$ cat src/rtl/frame_wr_pkg.sv
// Shared types and helpers for the frame write commutator.
package frame_wr_pkg;

  // Controller states; IDLE is the reset state.
  typedef enum logic [1:0] {
    ST_IDLE  = 2'd0,
    ST_WRSET = 2'd1,
    ST_WAIT  = 2'd2,
    ST_HALT  = 2'd3
  } state_t;

  // Width of a counter that must reach total-1.
  function automatic int CNT_W(input int total);
    return (total <= 2) ? 1 : $clog2(total);
  endfunction

endpackage

$ cat src/rtl/strobe_sync.sv
// Two-flop synchronizer for the asynchronous word strobe, with rising-edge detect.
module strobe_sync (
  input  logic clk,
  input  logic rst,
  input  logic i_strob,
  output logic o_sync,
  output logic o_rise
);

  logic r_s1;
  logic r_s2;
  logic r_s2_d;

  // Synchronizer chain plus one delayed copy of its output for edge detection.
  always_ff @(posedge clk or negedge rst) begin
    if (!rst) begin
      r_s1   <= 1'b0;
      r_s2   <= 1'b0;
      r_s2_d <= 1'b0;
    end else begin
      r_s1   <= i_strob;
      r_s2   <= r_s1;
      r_s2_d <= r_s2;
    end
  end

  assign o_sync = r_s2;
  assign o_rise = r_s2 & ~r_s2_d;

endmodule

$ cat src/rtl/frame_wr_commutator.sv
// Frame write commutator: one timed WE pulse per strobed word, addresses
// advance through the frame and banks rotate at each frame boundary.
//
//   state | meaning
//   IDLE  | waiting for strobe with en high
//   WRSET | word in progress, cntWE running, WE in its window
//   WAIT  | word done, waiting for strobe to drop
//   HALT  | one-shot frame complete, waiting for rearm
module frame_wr_commutator
  import frame_wr_pkg::*;
#(
  parameter int WORDS    = 20,
  parameter int ADR_W    = 5,
  parameter int WE_DELAY = 30,
  parameter int WE_LEN   = 2,
  parameter int BANKS    = 2,
  parameter int ONE_SHOT = 0,
  localparam int BANK_W  = (BANKS > 1) ? $clog2(BANKS) : 1
) (
  input  logic              clk,
  input  logic              rst,
  input  logic              en,
  input  logic              strob,
  input  logic              rearm,
  output logic [ADR_W-1:0]  wrAdr,
  output logic [BANK_W-1:0] bank,
  output logic              WE,
  output logic              full,
  output logic              overrun,
  output logic              busy
);

  localparam int CW = CNT_W(WE_DELAY + WE_LEN);
  localparam logic [CW-1:0]     CNT_ON    = CW'(WE_DELAY);
  localparam logic [CW-1:0]     CNT_LAST  = CW'(WE_DELAY + WE_LEN - 1);
  localparam logic [ADR_W-1:0]  ADR_LAST  = ADR_W'(WORDS - 1);
  localparam logic [BANK_W-1:0] BANK_LAST = BANK_W'(BANKS - 1);

  state_t              r_state;
  state_t              w_state_n;
  logic [CW-1:0]       r_cnt;
  logic [CW-1:0]       w_cnt_n;
  logic                w_we_n;
  logic                r_we;
  logic                r_full;
  logic                r_ovr;
  logic                r_wrap;
  logic [ADR_W-1:0]    r_adr;
  logic [BANK_W-1:0]   r_bank;
  logic                w_sync;
  logic                w_rise;
  logic                w_word_done;

  strobe_sync u_sync (
    .clk     (clk),
    .rst     (rst),
    .i_strob (strob),
    .o_sync  (w_sync),
    .o_rise  (w_rise)
  );

  assign w_word_done = (r_state == ST_WRSET) && (r_cnt == CNT_LAST);

  // Next state and next cntWE; WE is derived from these so it is registered
  // in lock-step with the counter value it belongs to.
  always_comb begin
    w_state_n = r_state;
    w_cnt_n   = r_cnt;
    case (r_state)
      ST_IDLE: begin
        if (w_sync && en) begin
          w_state_n = ST_WRSET;
          w_cnt_n   = '0;
        end
      end
      ST_WRSET: begin
        if (r_cnt == CNT_LAST) w_state_n = ST_WAIT;
        else                   w_cnt_n   = r_cnt + 1'b1;
      end
      ST_WAIT: begin
        if (!w_sync) w_state_n = ((ONE_SHOT != 0) && r_wrap) ? ST_HALT : ST_IDLE;
      end
      ST_HALT: begin
        if (rearm) w_state_n = ST_IDLE;
      end
      default: w_state_n = ST_IDLE;
    endcase
    w_we_n = (w_state_n == ST_WRSET) && (w_cnt_n >= CNT_ON) && (w_cnt_n <= CNT_LAST);
  end

  // State, word timer and registered write enable.
  always_ff @(posedge clk or negedge rst) begin
    if (!rst) begin
      r_state <= ST_IDLE;
      r_cnt   <= '0;
      r_we    <= 1'b0;
    end else begin
      r_state <= w_state_n;
      r_cnt   <= w_cnt_n;
      r_we    <= w_we_n;
    end
  end

  // Address/bank advance at word end; frame wrap pulses full and rotates the bank.
  always_ff @(posedge clk or negedge rst) begin
    if (!rst) begin
      r_adr  <= '0;
      r_bank <= '0;
      r_full <= 1'b0;
      r_wrap <= 1'b0;
    end else begin
      r_full <= 1'b0;
      if (r_state == ST_IDLE && w_state_n == ST_WRSET) begin
        r_wrap <= 1'b0;
      end else if (w_word_done) begin
        if (r_adr == ADR_LAST) begin
          r_adr  <= '0;
          r_full <= 1'b1;
          r_wrap <= 1'b1;
          r_bank <= (r_bank == BANK_LAST) ? '0 : r_bank + 1'b1;
        end else begin
          r_adr  <= r_adr + 1'b1;
          r_wrap <= 1'b0;
        end
      end else if (r_state == ST_HALT) begin
        r_adr <= '0;
      end
    end
  end

  // Sticky overrun on a second strobe edge inside a word; rearm wins.
  always_ff @(posedge clk or negedge rst) begin
    if (!rst)                               r_ovr <= 1'b0;
    else if (rearm)                         r_ovr <= 1'b0;
    else if (w_rise && r_state == ST_WRSET) r_ovr <= 1'b1;
  end

  assign wrAdr   = r_adr;
  assign bank    = r_bank;
  assign WE      = r_we;
  assign full    = r_full;
  assign overrun = r_ovr;
  assign busy    = (r_state == ST_WRSET) || (r_state == ST_WAIT);

endmodule

$ cat config.mk
export PLATFORM = sky130hd
export DESIGN_NAME = frame_wr_commutator
export DESIGN_NICKNAME = d
export VERILOG_FILES = /design/src/rtl/frame_wr_pkg.sv /design/src/rtl/strobe_sync.sv /design/src/rtl/frame_wr_commutator.sv
export SDC_FILE = /design/constraint.sdc
export NUM_CORES = 1
export LEC_CHECK = 0
export CORE_MARGIN = 2
export CORE_UTILIZATION = 56
export CTS_CLUSTER_SIZE = 40
export DETAILED_ROUTE_END_ITERATION = 6
export MAX_ROUTING_LAYER = met4
export PLACE_DENSITY = 0.87
export SLEW_MARGIN = 20
export SYNTH_ARGS = -nofsm -noshare
export SYNTH_HDL_FRONTEND = slang
export SYNTH_SLANG_ARGS = --single-unit
$ cat constraint.sdc
create_clock -name clk -period 3.38 [get_ports clk]
set_clock_uncertainty 0.2 [all_clocks]
set_input_delay 0.676 -clock clk [delete_from_list [all_inputs] [get_ports clk]]
set_output_delay 0.676 -clock clk [all_outputs]
set_load 0.1 [all_outputs]
==> summary by stage, run 1 <==
Detailed routing
After detailed routing, the number of remaining DRC violations is 0. The routed via count is ~750. The detail route stage leaves a number of antenna-violating nets equal to 0. In the final routed layout, each cell accounts on average for 13.9 µm. For this block, the routed nets add up to roughly 1900 µm of wire. The detailed-router iteration count before antenna repair is 4. After detailed routing, the number of vias per cell comes to 5.47.

The detailed router's first-iteration violation count is 21.

Min path
The type of the tightest min-delay check is reg -> reg.

Synthesis
Counting distinct cell types in the post-synthesis netlist gives 36. The synthesized net count is 107. The cell area after synthesis is about 1000 µm². Yosys mapped a number of flops with a built-in enable equal to 0. The portion of the post-synthesis area used by sequential elements is 0.462. Counting every instance in the synthesized netlist gives 96.

The most frequently used flop master after synthesis is dfrtp_1. The yosys synthesis warning count is 0. In this run the mean area of a mapped cell was approximately 11 µm². In the synthesized netlist the async set-or-reset flop fraction comes to 1.00. The number of synthesized register bits is 19.

Timing
The remaining max-slew budget at the tightest pin is 0.448. The maximum clock frequency is about 450 MHz. Setup violations remaining at the end of the flow were counted as 0.

The final count of pins violating max slew is 0. The time the worst path needs with I/O delays and setup is approximately 2.2 ns. Setup repair after global routing left no endpoint under its margin.

For the pin with the worst max-slew slack, the measured transition is around 0.83 ns. Dividing the final minimum period by the clock period gives 0.662. The setup TNS is 0 ns.

The number of failing hold endpoints at the final stage is 0.

Placed design
The congestion estimate from routability-driven global placement came to 0.859. During placement, the flow inserted port buffers numbering 14. The instance area at placement is 1160 µm². The placed wire-length estimate is around 1400 µm.

Finish
The area growth from synthesis to layout is 15.2%. In the final layout, the share of cells above drive strength 1 is 0.214. At the end of the flow, the number of nets in the layout was 124.

The antenna diode count is 0. In the layout the commonest cells are dfrtp_1 (19), nand2_1 (10), buf_4 (10). The post-layout utilization of the core is 0.687.

The filler cells instantiated in the layout total ~130. The library cell used most frequently in the layout, excluding fill and tap cells, is dfrtp_1. Summing all non-filler instances in the final layout gives an area of roughly 1200 µm².

Setup path
In this run the worst setup path begins at r_state[1]. The setup slack of the most critical reg-to-reg path is 1.20 ns. At the worst endpoint, the arrival time is roughly 1.4 ns. The required time of the critical path is about 2.5 ns.

On the critical path, the stage with the largest delay is an instance of dfrtp_1. The worst register-to-register path ends at WE. The critical path goes through inv_1, ha_1, buf_4. STA classifies the critical path startpoint as a flop. The endpoint type of the worst setup path is a primary output.

The worst setup path is of the reg -> out kind. In this run the worst setup path terminates at busy. The worst register-to-register path begins at r_state[1]. The cell depth of the worst flop-to-flop path is 6.

For this run, the slowest stage of the critical path takes approximately 0.42 ns. The critical-path maximum fanout is 5.

Die
For this configuration, the core starts out at a cell density of 0.596. The overall die area is between 2000 and 2500 µm². Row generation in the floorplan step produced 15 rows. The chip width is 46.9 µm.

The floorplan step set the die height to between 40 and 50 µm. During I/O placement, the number of pins put on the boundary was 15. The placeable core region is between 1500 and 2000 µm².

Clocking
The number of gates resized after CTS is 0. In this run, post-CTS hold repair placed 0 buffers. The number of H-tree branching levels is 1.

Once the clock tree was built, the setup fixing pass inserted 0 buffers. TritonCTS built the clock tree. The source-to-sink clock delay at the later pin of the worst-skew pair is approximately 0.3 ns. In this run the deepest clock path goes through 2 buffers. For this design, the sink count on the clock tree is 19. Clock tree synthesis inserted a total of 3 buffers. The clock-pin slew on the worst setup and hold paths is around 0.1 ns.

Clock tree synthesis selected as its root buffer the cell clkbuf_4.

Pwr
The share of total power dissipated in combinational logic is 0.426. The sequential share of power is 0.419. The power density over the cells is approximately 610 nW/µm². IR analysis of the VDD net gives a maximum drop of slightly above 400 µV. The net switching component of the power is about 0.3 mW. Of the total power, the share spent switching nets is 0.416.

The clock network power share is 0.155. Summed over all cells, the static leakage comes to between 0.5 and 0.6 nW. The internal power of the cells is around 0.42 mW.

GRT
Across every metal layer, demand over resource in global routing totals 0.209. The number of antenna violations at the first check in global routing is 0. The wire length of the first global-routing pass is 3100 µm. The total overflow left after global routing is 0.

The via count of the first global-routing pass is 704. The pin count of the biggest net entering global routing is 20.

Run
The total of max-cap violations is 0.

Run status
The run finished with clean final reports.
cells in the mapped netlist (2+ instances only):
| cell | n | share of area |
|---|---|---|
| dfrtp_1 | 19 | 0.46 |
| nand2_1 | 10 | 0.036 |
| ha_1 | 6 | 0.073 |
| inv_1 | 6 | 0.022 |
| nand3_1 | 5 | 0.024 |
| nor2_1 | 5 | 0.018 |
| o21ai_0 | 4 | 0.019 |
| a21oi_1 | 3 | 0.015 |
| nand2b_1 | 3 | 0.018 |
| o21ai_1 | 3 | 0.015 |
| a22o_1 | 2 | 0.017 |
| a31oi_1 | 2 | 0.012 |
| nand2_2 | 2 | 0.012 |
| nand4_1 | 2 | 0.012 |
| nor2b_1 | 2 | 0.012 |
| o211ai_1 | 2 | 0.015 |
critical path, delay by kind of cell, from the launching register on:
kind,cells,cell delay [ns]
adders and majority gates,1,0.28
buffers and inverters,2,0.37
DFF,1,0.42
cell families after synthesis:
group	after synthesis	share of synthesized area
xor+xnor	2	0.0243
buf+inv	8	0.0377
fa+ha+maj	6	0.0729
compound gates	24	0.197
simple gates	36	0.192
flops	19	0.462
mux	1	0.0146
per-layer routing:
metal | up-vias | wire, µm | global-route usage
li1 | 374 | - | -
met1 | 354 | 931 | 0.286
met2 | 16 | 854 | 0.307
met3 | 5 | 76 | 0.0231
met4 | 0 | 40 | 0.100
met5 | - | 0 | -
cell type report:
cell class / instances / area, µm² / share of cell area
tap: 25 / 31.3 / 0.0264
clock buffer: 4 / 26.3 / 0.0222
inverter: 6 / 22.5 / 0.0190
timing repair buffer: 14 / 115 / 0.0970
multi-input combinational: 69 / 515 / 0.435
sequential: 19 / 475 / 0.401
worst min-delay path by stage:
stage | from | to | slack [ns] | cells after the start
2_1_floorplan | u_sync.r_s1 | u_sync.o_sync | 0.13 | 0
3_3_place_gp | u_sync.r_s1 | u_sync.o_sync | 0.13 | 0
3_5_place_dp | u_sync.r_s1 | u_sync.o_sync | 0.14 | 0
4_1_cts | u_sync.r_s1 | u_sync.o_sync | 0.16 | 0
5_1_grt | u_sync.r_s1 | u_sync.o_sync | 0.18 | 0
6_report | u_sync.r_s1 | u_sync.o_sync | 0.16 | 0
power by group through the flow:
| stage | combinational [mW] | sequential [mW] | clock [mW] |
|---|---|---|---|
| after floorplan | 0.246 | 0.307 | 0 |
| after global placement | 0.298 | 0.303 | 0 |
| after detailed placement | 0.307 | 0.305 | 0 |
| after CTS | 0.309 | 0.301 | 0.115 |
| after global routing | 0.337 | 0.308 | 0.126 |
| final | 0.309 | 0.303 | 0.112 |
stage by stage:
stage	hold WS [ns]	worst slack, ns	instances	power [mW]
floorplan	0.131	1.19	96	0.553
global placement	0.132	1.01	133	0.600
detailed placement	0.140	1.01	133	0.612
CTS	0.164	1.13	137	0.724
global route	0.181	1.05	137	0.770
finish	0.161	1.14	137	0.725
state kept, by name, indices dropped and copies added, names as in the netlist:
| name | count |
|---|---|
| wrAdr | 5 |
| u_sync.r_s2_d | 1 |
| overrun | 1 |
| bank | 1 |
| r_cnt | 5 |
| u_sync.r_s1 | 1 |
| full | 1 |
| WE | 1 |
| u_sync.o_sync | 1 |
| r_state | 2 |
Note: power is estimated with default switching activity, not from simulation.
==> run 2: changes to the inputs <==
--- a/config.mk
+++ b/config.mk
@@ -6,11 +6,11 @@
 export NUM_CORES = 1
 export LEC_CHECK = 0
 export CORE_MARGIN = 2
-export CORE_UTILIZATION = 56
+export CORE_UTILIZATION = 52
 export CTS_CLUSTER_SIZE = 40
 export DETAILED_ROUTE_END_ITERATION = 6
 export MAX_ROUTING_LAYER = met4
-export PLACE_DENSITY = 0.87
+export PLACE_DENSITY = 0.82
 export SLEW_MARGIN = 20
 export SYNTH_ARGS = -nofsm -noshare
 export SYNTH_HDL_FRONTEND = slang
==> constraint.sdc (replaced) <==
create_clock -name clk -period 2.2 [get_ports clk]
set_clock_uncertainty 0.2 [all_clocks]
set_input_delay 0.44 -clock clk [delete_from_list [all_inputs] [get_ports clk]]
set_output_delay 0.44 -clock clk [all_outputs]
set_load 0.1 [all_outputs]
==> run 2 against run 1 <==
Effect of this change:
- first-iteration DRC count rose by 130%
- sequential share of layout area fell by 3.5 points
- worst hold slack improved by 0.0087 ns
- highest routed layer unchanged
- total power rose by 63%
- critical path type is now reg -> reg
- cell area rose by 9.5%
==> summary by stage, run 2 (same netlist as run 1, synthesis figures left out) <==
Detailed routing
The average wire per standard cell is 14.3 µm. The vias per cell is 5.49. After detailed routing, the number of remaining DRC violations is 0. The remaining antenna violation count after routing is 0. The routed via count is just under 800. The pre-antenna-repair detailed-routing pass consisted of 4 iterations. In this run, the number of DRC markers left after iteration 0 of detailed routing was 49. Summed over all layers, the routed wires come to between 2000 and 2500 µm.

Placed design
During placement, the flow inserted port buffers numbering 14. The placed wire-length estimate is roughly 1500 µm. Routability-driven placement finished with a final weighted congestion of between 0.7 and 0.8.

Pwr
Internal power comes to ~0.69 mW. The net switching component of the power is 0.489 mW. The static power due to leakage is approximately 0.57 nW. The clock network power share is 0.148.

In this run the power density over the cells is between 900 and 1000 nW/µm². The switching part of the total power is 0.416. The sequential share of power is 0.397.

The design draws around 1.2 mW. The maximum resistive drop on vdd is around 850 µV. The share of total power dissipated in combinational logic is 0.455.

Clocking
Counting along the longest clock path gives a buffer depth of 2. The number of gates resized after CTS is 0. The number of hold buffers added after CTS was 0. The later pin in the worst-skew pair is clocked with a latency of ~0.29 ns. TritonCTS created 3 clock buffers. CTS saw 19 sinks. The clock-pin slew on the worst setup and hold paths is ~0.10 ns. The root buffer cell is clkbuf_4. The number of H-tree branching levels is 1.

TritonCTS built the clock tree. The number of setup buffers added after CTS is 0.

GRT
For this run, global-route usage on met2 was measured as 0.315. In this run the most used layer during global routing was met2. The global-route usage over all layers is 0.200. The number of antenna violations at the first check in global routing is 0. In the global route stage, met1 resource usage came out at 0.246. The wire length of the first global-routing pass is 3500 µm. The total congestion overflow after global routing is 0. The via count of the first global-routing pass is between 700 and 800. In the global route stage, met3 resource usage came out at 0.0216.

The pin count of the biggest net entering global routing is 20.

Die
The starting utilization of the core area is 0.536. The site row count is 16. The total area inside the core boundary comes to slightly below 2000 µm². The chip width is ~49 µm.

The height of the die is slightly below 50 µm. The number of I/O pins is 15. The die covers ~2400 µm².

Setup path
The critical path is of the reg -> reg type. The critical-path maximum fanout is 5. The required time of the critical path is 2.18 ns. The endpoint type of the worst setup path is a flop. The worst setup path is launched from a flop. The arrival time of data at the critical path endpoint is 2.07 ns.

Timing
The slew at the pin closest to its max-slew limit is 0.412 ns. Measured against its own limit, the worst slew margin works out to 0.722. The final count of pins violating max slew is 0. Static timing analysis puts the maximum clock frequency at ~480 MHz. The setup TNS is 0 ns.

Of the available clock period, the critical path in the final layout requires 0.952. The time the worst path needs with I/O delays and setup is 2.09 ns. The number of failing hold endpoints at the final stage is 0.

Setup repair after global routing left no endpoint under its margin. Setup violations remaining at the end of the flow were counted as 0.

Min path
In this run the worst hold path is classified as reg -> reg.

Finish
Of the cells placed in the final design, the portion with a size suffix greater than 1 is 0.235. The number of nets at the end of the flow is between 100 and 150. The leading cell type in the layout, fill and taps excluded is dfrtp_1. The library cells used most frequently in the layout, excluding fill and tap cells, are dfrtp_1 (19), nand2_1 (10), buf_12 (7).

The area growth from synthesis to layout is 26.1%. The number of antenna diodes in the final layout is 0.

Run
Across the run, the number of max-cap violations was 0.

Run status
The flow ran to the end, and the final reports show no timing, DRC or antenna violations.
## run 2: changes by cell type in the layout (fill, tap and decap cells not counted), sizes merged
cell,delta
buf,+3
## run 2: per-layer routing
layer  vias to the layer above  routed length [µm]
met3                         6                  91
met5                         -                   0
met1                       369                 893
li1                        382                   -
met2                        23                 992
met4                         0                  57
## run 2: critical path, stage by stage, from the launching register on
cell and delay (ns):
dfrtp_1 0.46, ha_1 0.28, and4_1 0.37, mux2_4 0.33
a22o_4 0.23, nand2_2 0.06, nor4_2 0.04
## run 2: power groups by stage
stage / Clock [mW] / Combinational, mW / Sequential [mW]
after CTS: 0.184 / 0.536 / 0.466
after global placement: 0 / 0.502 / 0.465
final: 0.174 / 0.536 / 0.468
after global routing: 0.196 / 0.571 / 0.474
after floorplan: 0 / 0.378 / 0.472
after detailed placement: 0 / 0.532 / 0.473
## run 2: final cells by class
class | instances | area (µm²)
fillers | 152 | 623
multi-input cells | 69 | 515
flip-flops and latches | 19 | 475
repair buffers | 17 | 225
well taps | 27 | 33.8
clock buffers | 4 | 26.3
inverters | 6 | 22.5
## run 2: worst paths after layout
kind / slack [ns] / cells after the start / from / to
worst max-delay path: 0.11 / 6 / r_cnt[1] / WE
worst min-delay path: 0.17 / 0 / u_sync.r_s1 / u_sync.o_sync
worst max register to register: 0.11 / 6 / r_cnt[1] / WE
worst min register to register: 0.17 / 0 / u_sync.r_s1 / u_sync.o_sync
max in group asynchronous: 1.35 / 2 / rst / wrAdr[2]
min in group asynchronous: 0.26 / 2 / rst / r_cnt[4]
## run 2: metrics by stage
stage	setup WS (ns)	utilization	instance area (µm²)	instances	hold slack, ns
floorplan	0.00713	-	1030	96	-0.0556
global placement	0.0967	0.662	1270	138	0.133
detailed placement	0.0478	0.662	1270	138	0.146
CTS	0.118	0.676	1300	142	0.176
global route	0.0141	0.676	1300	142	0.191
finish	0.105	0.676	1300	142	0.170
==> run 3: changes to the inputs <==
--- a/config.mk
+++ b/config.mk
@@ -7,8 +7,10 @@
 export LEC_CHECK = 0
 export CORE_MARGIN = 2
 export CORE_UTILIZATION = 52
+export CTS_CLUSTER_DIAMETER = 120
 export CTS_CLUSTER_SIZE = 40
 export DETAILED_ROUTE_END_ITERATION = 6
+export GPL_TIMING_DRIVEN = 1
 export MAX_ROUTING_LAYER = met4
 export PLACE_DENSITY = 0.82
 export SLEW_MARGIN = 20
==> results of run 3 <==
Final layout, timing and power as in run 2 (identical DEF).
